===== src/rtl/uart_rx_core_if.sv =====
// Register-file side of the UART receiver: read/clear strobes in, holding register and flags out.
interface uart_rx_core_if;
    logic       rd;
    logic       oerr_clr;
    logic [7:0] rx_data;
    logic       UxRXIF;
    logic       FERR;
    logic       OERR;
    logic       PERR;

    modport master (output rd, oerr_clr, input rx_data, UxRXIF, FERR, OERR, PERR);
    modport slave  (input rd, oerr_clr, output rx_data, UxRXIF, FERR, OERR, PERR);
endinterface


===== src/rtl/uart_rx_core.sv =====
// UART receiver: 8N1 deserialiser with one-deep holding register, FERR and sticky OERR.
// Define UART_RX_PARITY_EN to receive 8E1 frames and report PERR.
module uart_rx_core #(
    parameter int DIV_W   = 16,
    parameter int MIN_DIV = 4
) (
    input  logic             clk,
    input  logic             rst,
    input  logic             UxRX,
    input  logic [DIV_W-1:0] brg_div,
    input  logic             rx_en,
    output logic             busy,
    uart_rx_core_if.slave    rf
);
    localparam logic [DIV_W-1:0] MIN_DIV_V = DIV_W'(MIN_DIV);

    typedef enum logic [2:0] {
        IDLE,
        START,
        DATA,
`ifdef UART_RX_PARITY_EN
        PARITY,
`endif
        STOP,
        LOAD
    } state_t;

    state_t           state_reg, state_next;
    logic             sync_reg [2];
    logic             rxs, rxs_prev_reg;
    logic [DIV_W-1:0] div_reg, div_next, timer_reg, timer_next, div_clamped;
    logic [2:0]       bitcnt_reg, bitcnt_next;
    logic [7:0]       shift_reg, shift_next, rx_data_reg, rx_data_next;
    logic             stop_reg, stop_next;
    logic             rxif_reg, rxif_next, ferr_reg, ferr_next, oerr_reg, oerr_next;
    logic             expired;
`ifdef UART_RX_PARITY_EN
    logic             par_reg, par_next, perr_reg, perr_next;
`endif

    // Two-flop synchroniser, idle-high so reset never looks like a start edge
    generate
        for (genvar gi = 0; gi < 2; gi++) begin : g_sync
            if (gi == 0) begin : g_first
                always_ff @(posedge clk) begin
                    if (rst) sync_reg[gi] <= 1'b1;
                    else     sync_reg[gi] <= UxRX;
                end
            end else begin : g_rest
                always_ff @(posedge clk) begin
                    if (rst) sync_reg[gi] <= 1'b1;
                    else     sync_reg[gi] <= sync_reg[gi-1];
                end
            end
        end
    endgenerate

    assign rxs         = sync_reg[1];
    assign expired     = (timer_reg == '0);
    assign div_clamped = (brg_div < MIN_DIV_V) ? MIN_DIV_V : brg_div;

    always_ff @(posedge clk) begin
        if (rst) begin
            state_reg    <= IDLE;
            rxs_prev_reg <= 1'b1;
            div_reg      <= '0;
            timer_reg    <= '0;
            bitcnt_reg   <= '0;
            shift_reg    <= '0;
            stop_reg     <= 1'b0;
            rx_data_reg  <= '0;
            rxif_reg     <= 1'b0;
            ferr_reg     <= 1'b0;
            oerr_reg     <= 1'b0;
        end else begin
            state_reg    <= state_next;
            rxs_prev_reg <= rxs;
            div_reg      <= div_next;
            timer_reg    <= timer_next;
            bitcnt_reg   <= bitcnt_next;
            shift_reg    <= shift_next;
            stop_reg     <= stop_next;
            rx_data_reg  <= rx_data_next;
            rxif_reg     <= rxif_next;
            ferr_reg     <= ferr_next;
            oerr_reg     <= oerr_next;
        end
    end

`ifdef UART_RX_PARITY_EN
    always_ff @(posedge clk) begin
        if (rst) begin
            par_reg  <= 1'b0;
            perr_reg <= 1'b0;
        end else begin
            par_reg  <= par_next;
            perr_reg <= perr_next;
        end
    end
`endif

    always_comb begin
        state_next   = state_reg;
        div_next     = div_reg;
        timer_next   = expired ? '0 : timer_reg - DIV_W'(1);
        bitcnt_next  = bitcnt_reg;
        shift_next   = shift_reg;
        stop_next    = stop_reg;
        rx_data_next = rx_data_reg;
        rxif_next    = rxif_reg;
        ferr_next    = ferr_reg;
        oerr_next    = oerr_reg;
`ifdef UART_RX_PARITY_EN
        par_next     = par_reg;
        perr_next    = perr_reg;
`endif
        // CPU strobes first so that a load in the same cycle overrides them
        if (rf.rd)       rxif_next = 1'b0;
        if (rf.oerr_clr) oerr_next = 1'b0;

        if (!rx_en) begin
            state_next = IDLE;
        end else begin
            case (state_reg)
                IDLE: if (rxs_prev_reg && !rxs) begin
                    div_next   = div_clamped;
                    timer_next = div_clamped >> 1;
                    state_next = START;
                end
                START: if (expired) begin
                    if (rxs) begin
                        state_next = IDLE;
                    end else begin
                        timer_next  = div_reg;
                        bitcnt_next = '0;
                        state_next  = DATA;
                    end
                end
                DATA: if (expired) begin
                    shift_next  = {rxs, shift_reg[7:1]};
                    timer_next  = div_reg;
                    bitcnt_next = bitcnt_reg + 3'd1;
                    if (bitcnt_reg == 3'd7) begin
`ifdef UART_RX_PARITY_EN
                        state_next = PARITY;
`else
                        state_next = STOP;
`endif
                    end
                end
`ifdef UART_RX_PARITY_EN
                PARITY: if (expired) begin
                    par_next   = ^{shift_reg, rxs};
                    timer_next = div_reg;
                    state_next = STOP;
                end
`endif
                STOP: if (expired) begin
                    stop_next  = rxs;
                    state_next = LOAD;
                end
                LOAD: begin
                    state_next = IDLE;
                    if (!rxif_reg || rf.rd) begin
                        rx_data_next = shift_reg;
                        ferr_next    = !stop_reg;
                        rxif_next    = 1'b1;
`ifdef UART_RX_PARITY_EN
                        perr_next    = par_reg;
`endif
                    end else begin
                        oerr_next = 1'b1;
                    end
                end
                default: state_next = IDLE;
            endcase
        end
    end

    assign busy       = (state_reg != IDLE);
    assign rf.rx_data = rx_data_reg;
    assign rf.UxRXIF  = rxif_reg;
    assign rf.FERR    = ferr_reg;
    assign rf.OERR    = oerr_reg;
`ifdef UART_RX_PARITY_EN
    assign rf.PERR    = perr_reg;
`else
    assign rf.PERR    = 1'b0;
`endif
endmodule


===== src/flat_wrapper.sv =====
// flat-port wrapper written by rule: the top's interface ports become plain ports
module uart_rx_core_flat 
#(
    parameter int DIV_W   = 16,
    parameter int MIN_DIV = 4
)
  (clk, rst, UxRX, brg_div, rx_en, busy, rf_rd, rf_oerr_clr, rf_rx_data, rf_UxRXIF, rf_FERR, rf_OERR, rf_PERR);
  uart_rx_core_if rf_i ();
  input  logic clk;
  input  logic rst;
  input  logic UxRX;
  input  logic [DIV_W-1:0] brg_div;
  input  logic rx_en;
  output logic busy;
  input wire logic [$bits(rf_i.rd)-1:0] rf_rd;
  input wire logic [$bits(rf_i.oerr_clr)-1:0] rf_oerr_clr;
  output wire logic [$bits(rf_i.rx_data)-1:0] rf_rx_data;
  output wire logic [$bits(rf_i.UxRXIF)-1:0] rf_UxRXIF;
  output wire logic [$bits(rf_i.FERR)-1:0] rf_FERR;
  output wire logic [$bits(rf_i.OERR)-1:0] rf_OERR;
  output wire logic [$bits(rf_i.PERR)-1:0] rf_PERR;
  assign rf_i.rd = rf_rd;
  assign rf_i.oerr_clr = rf_oerr_clr;
  assign rf_rx_data = rf_i.rx_data;
  assign rf_UxRXIF = rf_i.UxRXIF;
  assign rf_FERR = rf_i.FERR;
  assign rf_OERR = rf_i.OERR;
  assign rf_PERR = rf_i.PERR;
  uart_rx_core #(.DIV_W(DIV_W), .MIN_DIV(MIN_DIV)) u_core (.clk(clk), .rst(rst), .UxRX(UxRX), .brg_div(brg_div), .rx_en(rx_en), .busy(busy), .rf(rf_i));
endmodule

===== config.mk =====
export PLATFORM = sky130hd
export DESIGN_NAME = uart_rx_core_flat
export DESIGN_NICKNAME = d
export VERILOG_FILES = /design/src/rtl/uart_rx_core_if.sv /design/src/rtl/uart_rx_core.sv /design/src/flat_wrapper.sv
export SDC_FILE = /design/constraint.sdc
export NUM_CORES = 1
export LEC_CHECK = 0
export CORE_MARGIN = 8
export CORE_UTILIZATION = 45
export CTS_BUF_LIST = sky130_fd_sc_hd__clkbuf_16
export CTS_CLUSTER_SIZE = 8
export DETAILED_ROUTE_END_ITERATION = 10
export PLACE_DENSITY = 0.63
export SLEW_MARGIN = 25
export SYNTH_ARGS = -nofsm -noshare
export SYNTH_HDL_FRONTEND = slang
export SYNTH_SLANG_ARGS = --single-unit

===== constraint.sdc =====
create_clock -name clk -period 4.1 [get_ports clk]
set_input_delay 0.82 -clock clk [delete_from_list [all_inputs] [get_ports clk]]
set_output_delay 0.82 -clock clk [all_outputs]
set_load 0.02 [all_outputs]

==> flow_summary.yaml <==
logic_synthesis:
  yosysMostFrequentCell: "dfxtp_1"
  synth_top_cell_area_share: 0.458
  syn_area_um2: 2670
  postSynthCellCount: 281
  syn_avg_cell_area_um2: 9.50
  netlist_top_cells_area: "dfxtp_1 (46%), mux2i_1 (7.5%), nor2_1 (5.6%), a22o_1 (3.9%), a221o_1 (2.6%)"
  async_flop_share: 0
  ys_top_cells_by_count: "dfxtp_1 (61), nor2_1 (40), mux2i_1 (20), nand2_1 (15)"
  yosysTopAreaCell: "dfxtp_1"
  synth_warnings: 0
  synth-seq-area-share: 0.458
  synth_flop_cell: "dfxtp_1"
  ys_seq_elements: 61
  syn_nets: 306
  ys_types: 42
  synth_edf_count: 0
setup_path:
  crit_fanout: 15
  reg2regPathDepth: 7
  reg2reg_setup_slack_ns: 1.51
  reg2reg_from: "u_core.timer_reg[0]$_SDFF_PP0_"
  r2r-end: "u_core.timer_reg[9]$_SDFF_PP0_"
  cp.required_ns: 4.37
  criticalPathCategory: "input pin to register"
  critPathCaptureType: "register"
  setup.worst_path.start_class: "input pin"
  startpoint: "rx_en"
  worstPathArrival_ns: 3.03
detailed_routing:
  drcViolationCount: 0
  drtIter0Drc: 120
  ant_nets: 0
  num_vias: 2188
  drt_first_pass_iters: 4
  drt-total-wl_mm: 6.17
  vias_per_cell: 5.55
  wl_per_cell_um: 15.7
die:
  die_area_um2: 8650
  die_w_um: 93.0
  dieHeight_um: 93.0
  io_pins: 35
  rows: 28
  initial_core_util: 0.459
  core_area_um2: 5820
clock_tree:
  clockBufferDepth: 2
  cts_root_buf: "clkbuf_16"
  clk_pin_slew_worst_paths_ns: 0.05
  post_cts_buffers: 0
  h-tree-depth: 3
  cts_resized: 0
  numCtsBuffers: 9
  cts_tree: "built"
  cts.sinks: 61
  clock_latency_ns: 0.33
  cts_hold_buffers: 0
timing:
  period_minus_slack_ns: 2.76
  rsz0062_at_grt: "false"
  fin_tns_setup_ns: 0
  maxSlewHeadroom: 0.485
  hold_viol_final: 0
  setup_viol: 0
  hold_ws_ns: 0.413
  tightest_slew_ns: 0.772
  drv_slew: 0
  min_period_over_period: 0.673
  fmax_ghz: 0.362
  finClkSkew_ns: 0.0156
global_routing:
  grt.total_usage: 0.150
  grt-ovfl-total: 0
  grt_pass1_vias: 2075
  antenna_found_initial: 0
  grt_pass1_wl_mm: 10.2
  grt_max_degree: 33
final_layout:
  nNetsFinal: 339
  diodes: 0
  fillers: 537
  layout-drive-gt1-share: 0.0972
  area_growth_pct: 26.3
min_path:
  min_to: "u_core.sync_reg[1]$_DFF_P_"
  hold_path_depth: 1
  hp-start: "u_core.sync_reg[0]$_DFF_P_"
  hold_path.class: "register to register"
placed_design:
  io_buffers: 33
  routabilityCongestion: 0.814
  dp_hpwl_mm: 4.47
run_status:
  outcome: "complete, no violations"
power:
  power.density_nw_per_um2: 633
  ir_drop_mv: 0.344
  p_leak_nw: 1.29
flow_run:
  max_cap_viol_count: 0
-- metrics by stage --
stage	total power [mW]	util	std cells	area, µm²	setup slack [ns]
floorplan	1.22	-	281	2670	1.94
global placement	1.36	0.526	378	3060	0.624
detailed placement	1.36	0.526	378	3060	1.03
CTS	2.14	0.579	394	3370	1.36
global route	2.24	0.579	394	3370	1.18
finish	2.13	0.579	394	3370	1.34
-- area by class of cell --
type / count / area, µm² / area share
multi-input combinational: 203 / 1380 / 0.410
sequential: 61 / 1220 / 0.362
timing repair buffer: 36 / 353 / 0.105
clock buffer: 9 / 225 / 0.0668
tap: 75 / 93.8 / 0.0278
clock inverter: 7 / 82.6 / 0.0245
inverter: 3 / 11.3 / 0.00334
-- power breakdown --
part	internal (mW)	leakage (nW)	switching, mW
combinational	0.269	0.638	0.339
sequential	0.668	0.495	0.0838
clock	0.523	0.162	0.250
-- worst max path at each step --
| stage | to | slack, ns | depth (start not counted) |
|---|---|---|---|
| 4_1_cts | u_core.timer_reg[4]$_SDFF_PP0_ | 1.36 | 6 |
| 5_1_grt | u_core.timer_reg[4]$_SDFF_PP0_ | 1.18 | 6 |
| 2_1_floorplan | u_core.timer_reg[2]$_SDFF_PP0_ | 1.94 | 7 |
| 3_5_place_dp | u_core.timer_reg[4]$_SDFF_PP0_ | 1.03 | 6 |
| 6_report | u_core.timer_reg[4]$_SDFF_PP0_ | 1.34 | 6 |
| 3_3_place_gp | u_core.timer_reg[3]$_SDFF_PP0_ | 0.62 | 6 |
-- cell usage in the layout (no fill, tap or decap), drive strengths merged, types with 4 or more instances in the layout --
cell type      count
a21oi             11
a221o              7
a22o              12
a22oi              8
clkbuf             9
clkdlybuf4s50     33
dfxtp             61
inv                5
mux2i             20
nand2             15
nand2b             7
nand3              4
nor2              40
nor2b              5
nor3               8
nor4               7
o21ai              6
o22ai              8
or2                5
xnor2              4
xor2               4
-- critical path, cell delays in order --
cell             delay (ns)
clkdlybuf4s50_1        0.49
nor2b_1                0.22
a21oi_2                0.64
nand2_1                0.46
a21oi_1                0.27
a221o_1                0.13
-- per-layer routing --
| layer | wire [µm] | up-vias | GRT usage |
|---|---|---|---|
| met1 | 3210 | 1021 | 0.205 |
| met3 | 304 | 4 | 0.0441 |
| met4 | 35 | 0 | 0.0604 |
| met5 | 0 | - | 0 |
| li1 | - | 1104 | - |
| met2 | 2620 | 59 | 0.213 |
-- cell families (layout without fill, tap and decap cells) --
kind of cell	after synthesis	count (layout)	synth area share
AO/OA/AOI/OAI	59	59	0.165
XOR/XNOR	8	8	0.0263
adder cells (fa/ha/maj)	3	3	0.0141
buffers and inverters	17	55	0.0258
flip-flops	61	61	0.458
multiplexers	20	20	0.0750
other	1	1	0.00141
AND/OR/NAND/NOR	112	112	0.234
Note: power is estimated with default switching activity, not from simulation.
